===== config.mk =====
export PLATFORM = sky130hd
export DESIGN_NAME = y86_alu
export DESIGN_NICKNAME = d
export VERILOG_FILES = /design/src/rtl/y86_alu.sv
export SDC_FILE = /design/constraint.sdc
export NUM_CORES = 1
export LEC_CHECK = 0
export CAP_MARGIN = 20
export CORE_ASPECT_RATIO = 0.8
export CORE_MARGIN = 5
export CORE_UTILIZATION = 55
export CTS_BUF_LIST = sky130_fd_sc_hd__clkbuf_8
export CTS_CLUSTER_DIAMETER = 100
export DETAILED_ROUTE_END_ITERATION = 16
export GPL_ROUTABILITY_DRIVEN = 0
export PLACE_DENSITY = 0.87
export SLEW_MARGIN = 20
export SYNTH_ARGS = -nofsm -noshare
export SYNTH_HDL_FRONTEND = slang
export SYNTH_SLANG_ARGS = --single-unit

===== constraint.sdc =====
create_clock -name clock -period 19.9 [get_ports clock]
set_clock_uncertainty 0.2 [all_clocks]
set_input_delay 2.985 -clock clock [delete_from_list [all_inputs] [get_ports clock]]
set_output_delay 2.985 -clock clock [all_outputs]
set_load 0.1 [all_outputs]

===== src/rtl/y86_alu.sv =====
// y86_alu: Y86-64 execute-stage ALU with combinational flags and a registered condition-code copy
module y86_alu #(
    parameter int WIDTH = 64
) (
    input  logic             clock,
    input  logic             reset_n,
    input  logic [WIDTH-1:0] a,
    input  logic [WIDTH-1:0] b,
    input  logic [1:0]       ctrl,
    input  logic             set_cc,
    output logic [WIDTH-1:0] ans,
    output logic [2:0]       cond,
    output logic [2:0]       cc_q
);
    logic             is_sub;
    logic [WIDTH-1:0] b_in;
    logic [WIDTH-1:0] sum;
    logic             of;

    // Shared adder: subtraction feeds ~b with a carry-in of one; overflow is judged on the adder's real operands
    always_comb begin
        is_sub = ctrl == 2'b01;
        b_in   = is_sub ? ~b : b;
        sum    = a + b_in + {{(WIDTH-1){1'b0}}, is_sub};
        ans    = ctrl[1] ? (ctrl[0] ? a ^ b : a & b) : sum;
        of     = !ctrl[1] && (a[WIDTH-1] == b_in[WIDTH-1]) && (sum[WIDTH-1] != a[WIDTH-1]);
        cond   = {ans == '0, ans[WIDTH-1], of};
    end

    // Condition-code register: reset wins over set_cc, otherwise latch or hold
    always_ff @(posedge clock) begin
        if (!reset_n)
            cc_q <= 3'b000;
        else if (set_cc)
            cc_q <= cond;
    end
endmodule


==> impl_metrics.yaml, run 1 <==
status:
  status: "finished clean"
worst_hold_path:
  hold_path.class: "flip-flop to flip-flop"
  hold_path_depth: 2
drt:
  drt_iter0_drc: 1692
  first_pass_iters: 7
  drcViolationCount: 0
  vias: 10700
  drt_wl_total_mm: 33.3
  detail-route-antenna-nets: 0
  avgViaCountPerCell: 6.77
  wl_per_cell_um: 21.0
timing:
  worst_slew_margin_rel_pct: 25.1
  fmax_ghz: 0.0772
  setup-violations-final: 0
  hold_violations: 0
  fin_ws_ps: 6950
  fin_crit_ps: 12950
  fin_setup_tns_ps: 0
  drv_slew: 0
  rsz0062_at_grt: "false"
  hold_ws_ps: 310
  final.period_utilization_pct: 65.1
  tightest_slew_ps: 1120
finish:
  area_growth_pct: 22.6
  diodes: 0
  multi_input_area_um2: 8130
  nets: 1640
  n_fill_cell: 1358
  layout-drive-gt1-share_pct: 6.12
  largest_register_ff_count: 3
  register_area_um2: 60.1
  reg_top3: "cc_q x3"
  top_register: "cc_q"
  fin_cells: 1587
critical_path:
  arrival_ps: 9760
  cp.required_ps: 16720
  cp_slowest_stage_delay_ps: 1160
  critical_path.cell_chain: "buf_4 > inv_2 > buf_4 > nand2_4 > buf_4 > xnor2_1 > ha_1 > nand4_1 > or4_4 > a2111oi_2 > a211oi_1 > a211oi_1 > nand3b_1 > or4_1 > nor4b_1 > nand3_1 > and4b_1 > clkdlybuf4s50_1"
  crit_fanout: 54
  start_kind: "input pin"
  crit_path_end_kind: "output pin"
  rr_worst_depth: 2
  path_class: "input pin to output pin"
  crit_slowest_cell: "clkdlybuf4s50_1"
  cpMostUsedCell: "buf_4"
global_route:
  grt_pass1_vias: 9997
  grt_max_degree: 59
  grt_first_pass_wirelength_mm: 51.1
  antenna_found_initial: 0
  grt_overflow_total: 0
  grt_usage_pct: 33.7
power:
  totalPowerFinal_mw: 0.704
  swShare_pct: 68.4
  p_leak_nw: 4.21
  pwr-share-seq_pct: 0.9
  internal-power_mw: 0.222
  powerDensity_nw_per_um2: 65.8
  ir_worst_vdd_uv: 74.1
  power_frac_comb_pct: 96.6
  clkPwrFrac_pct: 2.5
  power.switching_mw: 0.481
logic_synthesis:
  netlist_top_cells_count: "ha_1, nand2_1, a21oi_1, nor2_1, o21ai_0"
  synth_edf_count: 0
  synth-main-ff-cell: "dfxtp_1"
  ys_ff_latch: 3
  synth_cells: 1230
  synthTopCellsByArea: "ha_1, xnor2_1, a21oi_1, nand2_1, o21ai_0"
  ys_warn_count: 0
  synth_cell_type_count: 96
  yosysTopAreaCell: "ha_1"
  ys_seq_area_share_pct: 0.688
  synth-async-reset-ratio_pct: 0
  netlist_area_um2: 8730
  synth_top_area_share_pct: 19.1
  syn_nets: 1497
  avgSynthCellArea_um2: 7.10
  synth.most_common_cell: "ha_1"
cts:
  clockBufferDepth: 2
  htree_levels: 1
  numCtsBuffers: 3
  cts_resized: 0
  cts.sinks: 3
  clock-root-buffer: "clkbuf_8"
  clk_pin_slew_ps: 30
  cts_hold_buf: 0
  clkLatencyLatePin_ps: 220
  post_cts_buffers: 0
  cts_tree: "done"
placement:
  pre_cts_ws_ps: 7080
  port_buffers: 202
  dp_hpwl_mm: 27.4
  place_inst: 1583
die:
  die_area_um2: 18500
  io_pins: 203
  fp.dieH_um: 123
  initial_utilization_pct: 55.6
  die_w_um: 151
  rows: 41
  core_um2: 15700
run:
  drv_cap: 0
-- layout by cell type, fill, tap and decap left out, types with 6 or more instances in the layout --
cell | netlist | layout
clkdlybuf4s50_1 | 0 | 200
ha_1 | 133 | 133
nand2_1 | 124 | 123
nor2_1 | 97 | 97
a21oi_1 | 97 | 97
o21ai_0 | 86 | 86
xnor2_1 | 85 | 85
mux2i_1 | 40 | 40
nor3_1 | 37 | 37
nand4_1 | 34 | 34
mux2_2 | 25 | 25
inv_1 | 23 | 24
a21o_1 | 22 | 22
nor4_1 | 22 | 22
o211ai_1 | 21 | 21
nand3_1 | 18 | 18
a211oi_1 | 16 | 16
o21a_1 | 16 | 16
buf_4 | 13 | 14
nor2b_1 | 13 | 13
a31oi_1 | 13 | 13
nand2b_1 | 13 | 13
or3_1 | 12 | 12
xor2_1 | 10 | 10
or4_1 | 10 | 10
o31ai_1 | 9 | 9
o21ai_1 | 9 | 9
a211o_1 | 8 | 8
a2111oi_0 | 8 | 8
a221oi_1 | 7 | 7
o21bai_1 | 7 | 7
and2_1 | 6 | 6
and4_1 | 6 | 6
nand3b_1 | 6 | 6
a311oi_1 | 6 | 6
-- worst max-delay path: cells and delay by family --
kind,cells,cell delay (ps)
AOI/OAI and AO/OA,3,1010
adders and majority gates,1,430
buffers and inverters,5,2390
xor gates and xnor gates,1,210
and+or+nand+nor,8,2690
-- per-stage QoR --
step	cell area [µm²]	util [%]
2_1_floorplan	8730	-
3_3_place_gp	10700	67.9
3_5_place_dp	10700	67.9
4_1_cts	10700	68.2
5_1_grt	10700	68.2
6_report	10700	68.2
-- power groups by stage --
| stage | clock network (mW) | registers (mW) | logic [mW] |
|---|---|---|---|
| 3_3_place_gp | 0 | 0.00657 | 0.652 |
| 6_report | 0.0175 | 0.00651 | 0.680 |
| 3_5_place_dp | 0 | 0.00659 | 0.659 |
| 5_1_grt | 0.0191 | 0.00655 | 0.710 |
| 4_1_cts | 0.0178 | 0.00651 | 0.662 |
| 2_1_floorplan | 0 | 0.00878 | 0.486 |
-- per-layer routing --
metal  wire (µm)  GRT usage [%]  up-vias
li1            -              -     4975
met1       13200           45.5     4766
met2       13400           51.4      841
met3        4970           9.08      162
met4        1700           12.3        0
met5           0              0        -
-- layout make-up --
class                   instances  area share (%)
clock buffers                   3           0.386
multi-input cells            1127            76.0
inverters                      24           0.842
clock inverters                 1          0.0351
well taps                     215            2.51
repair buffers                214            19.7
flip-flops and latches          3           0.561
-- logic make-up (layout without fill, tap and decap cells) --
logic type,after synthesis,after routing,synth area share (%)
AO/OA/AOI/OAI,396,396,30.5
XOR/XNOR,95,95,9.53
adder cells (fa/ha/maj),134,134,19.3
buffers and inverters,100,242,6.25
flip-flops,3,3,0.688
multiplexers,65,65,7.81
AND/OR/NAND/NOR,437,437,25.9
-- worst paths after layout --
path                               from  slack, ps  endpoint
worst max register to register  cc_q[0]      19110   cc_q[0]
worst max-delay path            ctrl[1]       6950   cond[2]
worst min register to register  cc_q[2]        310   cc_q[2]
worst min-delay path            cc_q[2]        310   cc_q[2]
(Power assumes the default switching activity.)
==> inputs of run 2 (changes only) <==
--- a/config.mk
+++ b/config.mk
@@ -8,12 +8,12 @@
 export CAP_MARGIN = 20
 export CORE_ASPECT_RATIO = 0.8
 export CORE_MARGIN = 5
-export CORE_UTILIZATION = 55
+export CORE_UTILIZATION = 54
 export CTS_BUF_LIST = sky130_fd_sc_hd__clkbuf_8
 export CTS_CLUSTER_DIAMETER = 100
 export DETAILED_ROUTE_END_ITERATION = 16
 export GPL_ROUTABILITY_DRIVEN = 0
-export PLACE_DENSITY = 0.87
+export PLACE_DENSITY = 0.85
 export SLEW_MARGIN = 20
 export SYNTH_ARGS = -nofsm -noshare
 export SYNTH_HDL_FRONTEND = slang
==> constraint.sdc (replaced) <==
create_clock -name clock -period 13.14 [get_ports clock]
set_clock_uncertainty 0.2 [all_clocks]
set_input_delay 1.971 -clock clock [delete_from_list [all_inputs] [get_ports clock]]
set_output_delay 1.971 -clock clock [all_outputs]
set_load 0.1 [all_outputs]
==> run 2 against run 1 <==
Via count increased by 2.1%. Largest power group unchanged. Final area about the same. Clock power increased by 50%. First-iteration DRC count increased by 1.4%. Core utilization decreased by 0.49 points. Largest cell class unchanged.
==> impl_metrics.yaml, run 2 (same netlist as run 1, synthesis figures left out) <==
drt:
  drcViolationCount: 0
  first_pass_iters: 8
  vias: 11000
  wl_per_cell_um: 21.1
  drt_wl_total_mm: 33.5
  detail-route-antenna-nets: 0
  avgViaCountPerCell: 6.91
  drt_iter0_drc: 1715
critical_path:
  cp.required_ps: 10970
  crit_slowest_cell: "clkdlybuf4s50_1"
  critical_path.cell_chain: "buf_4 > inv_2 > nand2_4 > buf_4 > xnor2_1 > ha_1 > a21oi_1 > o21a_1 > o21bai_1 > mux2i_1 > o31a_1 > a211oi_1 > nand3b_1 > or4_1 > nor4b_1 > nand3_1 > and4b_1 > clkdlybuf4s50_1"
  cp_slowest_stage_delay_ps: 1150
  path_class: "input pin to output pin"
  rr_worst_depth: 2
  crit_path_end_kind: "output pin"
  reg2reg_from: "cc_q[0]"
  r2r_setup_slack_ps: 12340
  cp_num_buf_inv: 4
  r2r_end: "cc_q[0]"
  cpMostUsedCell: "buf_4"
  arrival_ps: 8570
  crit_fanout: 56
  crit_family: "buffers and inverters"
  start_kind: "input pin"
die:
  initial_utilization_pct: 55.2
  die_w_um: 152
  rows: 41
  fp.dieH_um: 124
  core_um2: 15800
  io_pins: 203
  die_area_um2: 18800
global_route:
  grt_first_pass_wirelength_mm: 52.0
  grt_max_degree: 87
  grt_pass1_vias: 9940
  grt_usage_pct: 33.0
  antenna_found_initial: 0
  grt_overflow_total: 0
finish:
  layout-drive-gt1-share_pct: 6.05
  largest_register_ff_count: 3
  area_growth_pct: 22.5
  diodes: 0
  finish.utilization_pct: 67.7
  top_register: "cc_q"
  fin_cells: 1586
  final_cell_mix: "clkdlybuf4s50_1, ha_1, nand2_1"
  final_common_cell: "clkdlybuf4s50_1"
  fin_area_um2: 10700
  nets: 1639
  reg_top3: "cc_q x3"
cts:
  clkLatencyLatePin_ps: 220
  clockBufferDepth: 2
  clk_pin_slew_ps: 30
  clock-root-buffer: "clkbuf_8"
  post_cts_buffers: 0
  cts_tree: "done"
  numCtsBuffers: 3
  htree_levels: 1
  cts_hold_buf: 0
  cts.sinks: 3
  cts_resized: 0
timing:
  setup-violations-final: 0
  tightest_slew_ps: 1040
  hold_violations: 0
  final.period_utilization_pct: 81.7
  fin_crit_ps: 10740
  fin_setup_tns_ps: 0
  worst_slew_margin_rel_pct: 29.0
  fin_ws_ps: 2400
  drv_slew: 0
  fmax_ghz: 0.0931
  rsz0062_at_grt: "false"
placement:
  dp_hpwl_mm: 27.6
  place_area_um2: 10600
  port_buffers: 202
  place_inst: 1582
  pre_cts_ws_ps: 2670
power:
  powerDensity_nw_per_um2: 99.7
  ir_worst_vdd_uv: 105
  p_leak_nw: 4.20
status:
  status: "finished clean"
worst_hold_path:
  hold_start: "cc_q[2]"
  min_to: "cc_q[2]"
  hold_path_depth: 2
  hold_path.class: "flip-flop to flip-flop"
run:
  drv_cap: 0
==> run 2: layer usage <==
metal | part of all wire, % | global-route usage, %
met5 | 0 | 0
met4 | 4.7 | 12.0
met2 | 40 | 51.0
met3 | 15 | 8.44
met1 | 41 | 44.5
==> run 2: worst min-delay path: stages (launching register included) <==
cell and delay [ps]:
dfxtp_1 300, nand3b_1 100, o31ai_2 70
==> run 2: layout make-up <==
cell class / instances / area [µm²]
Clock buffer: 3 / 41.3
Timing Repair Buffer: 213 / 2100
Multi-Input combinational cell: 1127 / 8130
Inverter: 24 / 90.1
Clock inverter: 1 / 3.75
Sequential cell: 3 / 60.1
Tap cell: 215 / 269
Fill cell: 1374 / 5110
==> run 2: stage by stage <==
stage,power (mW),hold WS [ps]
4_1_cts,1.04,317
6_report,1.07,320
3_5_place_dp,1.01,301
5_1_grt,1.11,337
2_1_floorplan,0.750,774
3_3_place_gp,0.998,299
==> run 2: report_power, final <==
group | switching (mW) | internal, mW | leakage [nW] | total (mW)
Clock | 0.00643 | 0.0199 | 0.0269 | 0.0263
Sequential | 0.000218 | 0.00964 | 0.0244 | 0.00986
Combinational | 0.723 | 0.307 | 4.15 | 1.03
==> run 2: worst max path at each step <==
stage | from | endpoint | slack, ps | depth (start not counted)
after global placement | ctrl[1] | cond[2] | 2810 | 18
final | ctrl[1] | cond[2] | 2400 | 18
after global routing | ctrl[1] | cond[2] | 2210 | 18
after CTS | ctrl[1] | cond[2] | 2650 | 18
after detailed placement | ctrl[1] | cond[2] | 2670 | 18
after floorplan | ctrl[0] | cond[2] | 650 | 22
==> inputs of run 3 (changes only) <==
--- a/config.mk
+++ b/config.mk
@@ -8,12 +8,12 @@
 export CAP_MARGIN = 20
 export CORE_ASPECT_RATIO = 0.8
 export CORE_MARGIN = 5
-export CORE_UTILIZATION = 54
+export CORE_UTILIZATION = 48
 export CTS_BUF_LIST = sky130_fd_sc_hd__clkbuf_8
 export CTS_CLUSTER_DIAMETER = 100
 export DETAILED_ROUTE_END_ITERATION = 16
 export GPL_ROUTABILITY_DRIVEN = 0
-export PLACE_DENSITY = 0.85
+export PLACE_DENSITY = 0.8
 export SLEW_MARGIN = 20
 export SYNTH_ARGS = -nofsm -noshare
 export SYNTH_HDL_FRONTEND = slang
==> constraint.sdc (replaced) <==
create_clock -name clock -period 8.9 [get_ports clock]
set_clock_uncertainty 0.2 [all_clocks]
set_input_delay 1.335 -clock clock [delete_from_list [all_inputs] [get_ports clock]]
set_output_delay 1.335 -clock clock [all_outputs]
set_load 0.1 [all_outputs]
==> run 3 against run 2 <==
Clock-buffer cell count unchanged. Core utilization shrank 8.4 points. Power grew 46%. Wire length shrank 1.3%. Register-to-register slack worse by 4300 ps. Critical path type unchanged. Clock power is 54% higher. Largest power group unchanged. Highest routed layer unchanged.
==> impl_metrics.yaml, run 3 (same netlist as run 1, synthesis figures left out) <==
finish:
  final_cell_mix: "clkdlybuf4s50_1, ha_1, nand2_1"
  finish.utilization_pct: 59.3
  top_register: "cc_q"
  largest_register_ff_count: 3
  area_growth_pct: 22.3
  diodes: 0
  multi_input_area_um2: 8250
  register_area_um2: 60.1
  final_common_cell: "clkdlybuf4s50_1"
  layout-drive-gt1-share_pct: 11.5
  fin_area_um2: 10700
  nets: 1635
  reg_top3: "cc_q x3"
  n_fill_cell: 1664
  fin_cells: 1597
timing:
  rsz0062_at_grt: "false"
  setup-violations-final: 0
  tightest_slew_ps: 1110
  hold_violations: 0
  fmax_ghz: 0.128
  drv_slew: 0
  fin_crit_ps: 7790
  worst_slew_margin_rel_pct: 25.1
  final.period_utilization_pct: 87.5
critical_path:
  cp_slowest_stage_delay_ps: 570
  crit_fanout: 33
  start_kind: "input pin"
  reg2reg_from: "cc_q[2]"
  r2r_end: "cc_q[2]"
  cp.required_ps: 7360
  crit_slowest_cell: "o21ai_0"
  path_class: "input pin to output pin"
  r2r_setup_slack_ps: 8090
  arrival_ps: 6250
  crit_path_end_kind: "output pin"
  rr_worst_depth: 2
  critical_path.cell_chain: "buf_4 > inv_2 > nand2_4 > buf_4 > xnor2_1 > ha_1 > nand2_1 > o21ai_0 > a31oi_1 > o21ai_0 > mux2i_1 > a2111oi_4 > nand3b_1 > or4_1 > nor4b_1 > nand3_1 > and4b_1 > buf_12"
  crit_family: "simple AND/OR/NAND/NOR gates"
  cp_num_buf_inv: 4
cts:
  cts_hold_buf: 0
  clockBufferDepth: 2
  numCtsBuffers: 3
  cts_resized: 0
  clk_pin_slew_ps: 30
  clock-root-buffer: "clkbuf_8"
  clkLatencyLatePin_ps: 220
  cts_tree: "done"
  htree_levels: 1
  post_cts_buffers: 0
  cts.sinks: 3
placement:
  place_inst: 1593
  place_area_um2: 10600
  dp_hpwl_mm: 27.7
  port_buffers: 202
die:
  fp.dieH_um: 131
  initial_utilization_pct: 48.5
  rows: 44
  io_pins: 203
  die_area_um2: 21000
  die_w_um: 161
  core_um2: 18000
power:
  pwr-share-seq_pct: 0.9
  power_frac_comb_pct: 96.5
  power.switching_mw: 1.08
  internal-power_mw: 0.478
  ir_worst_vdd_uv: 177
  swShare_pct: 69.3
  clkPwrFrac_pct: 2.6
  p_leak_nw: 4.28
  powerDensity_nw_per_um2: 146
drt:
  first_pass_iters: 8
  avgViaCountPerCell: 6.59
  drcViolationCount: 0
  detail-route-antenna-nets: 0
  drt_iter0_drc: 1271
  vias: 10500
  wl_per_cell_um: 20.7
  drt_wl_total_mm: 33.1
status:
  status: "finished clean"
global_route:
  grt_max_degree: 81
  grt_usage_pct: 29.4
  grt_first_pass_wirelength_mm: 51.0
  grt_overflow_total: 0
  antenna_found_initial: 0
  grt_pass1_vias: 9694
worst_hold_path:
  hold_path.class: "flip-flop to flip-flop"
  hold_start: "cc_q[1]"
  hold_path_depth: 2
  min_to: "cc_q[1]"
run:
  drv_cap: 0
==> run 3: changes by cell type in the layout (fill, tap and decap cells not counted), sizes merged <==
cell           before  now
clkdlybuf4s50     200  139
buf                13   70
==> run 3: worst max path at each step <==
stage / depth (start not counted) / end / slack, ps / from
after floorplan: 21 / cond[2] / -470 / ctrl[0]
after global placement: 19 / cond[2] / 1360 / ctrl[1]
after detailed placement: 18 / cond[2] / 1250 / ctrl[1]
after CTS: 18 / cond[2] / 1240 / ctrl[1]
after global routing: 18 / cond[2] / 830 / ctrl[1]
final: 18 / cond[2] / 1110 / ctrl[1]
==> run 3: final cells by class <==
class | instances | share of cell area (%)
Timing Repair Buffer | 209 | 18.2
Inverter | 24 | 0.844
Tap cell | 230 | 2.70
Sequential cell | 3 | 0.563
Clock inverter | 1 | 0.0352
Multi-Input combinational cell | 1127 | 77.3
Clock buffer | 3 | 0.387
==> run 3: layer usage <==
metal  part of all wire (%)  track usage, %
met5                      0               0
met4                    4.2            10.6
met3                     13            6.49
met2                     40            45.0
met1                     43            40.9
==> run 3: worst register-to-register path, cell delays in order, from the launching register on <==
cell and delay (ps):
dfxtp_1 310, nand3b_1 110, o31ai_2 80
==> run 3: stage by stage <==
stage	hold slack, ps	TNS [ps]	worst slack, ps	total power [mW]
finish	327	0	1110	1.56
global route	350	0	831	1.64
CTS	330	0	1240	1.53
detailed placement	314	0	1250	1.48
global placement	301	0	1360	1.47
floorplan	774	-473	-473	1.12
==> run 3: power by group through the flow <==
| stage | Sequential [mW] | Clock [mW] | Combinational [mW] |
|---|---|---|---|
| finish | 0.0146 | 0.0406 | 1.50 |
| global route | 0.0147 | 0.0422 | 1.58 |
| CTS | 0.0146 | 0.0423 | 1.47 |
| detailed placement | 0.0148 | 0 | 1.47 |
| global placement | 0.0147 | 0 | 1.45 |
| floorplan | 0.0196 | 0 | 1.11 |
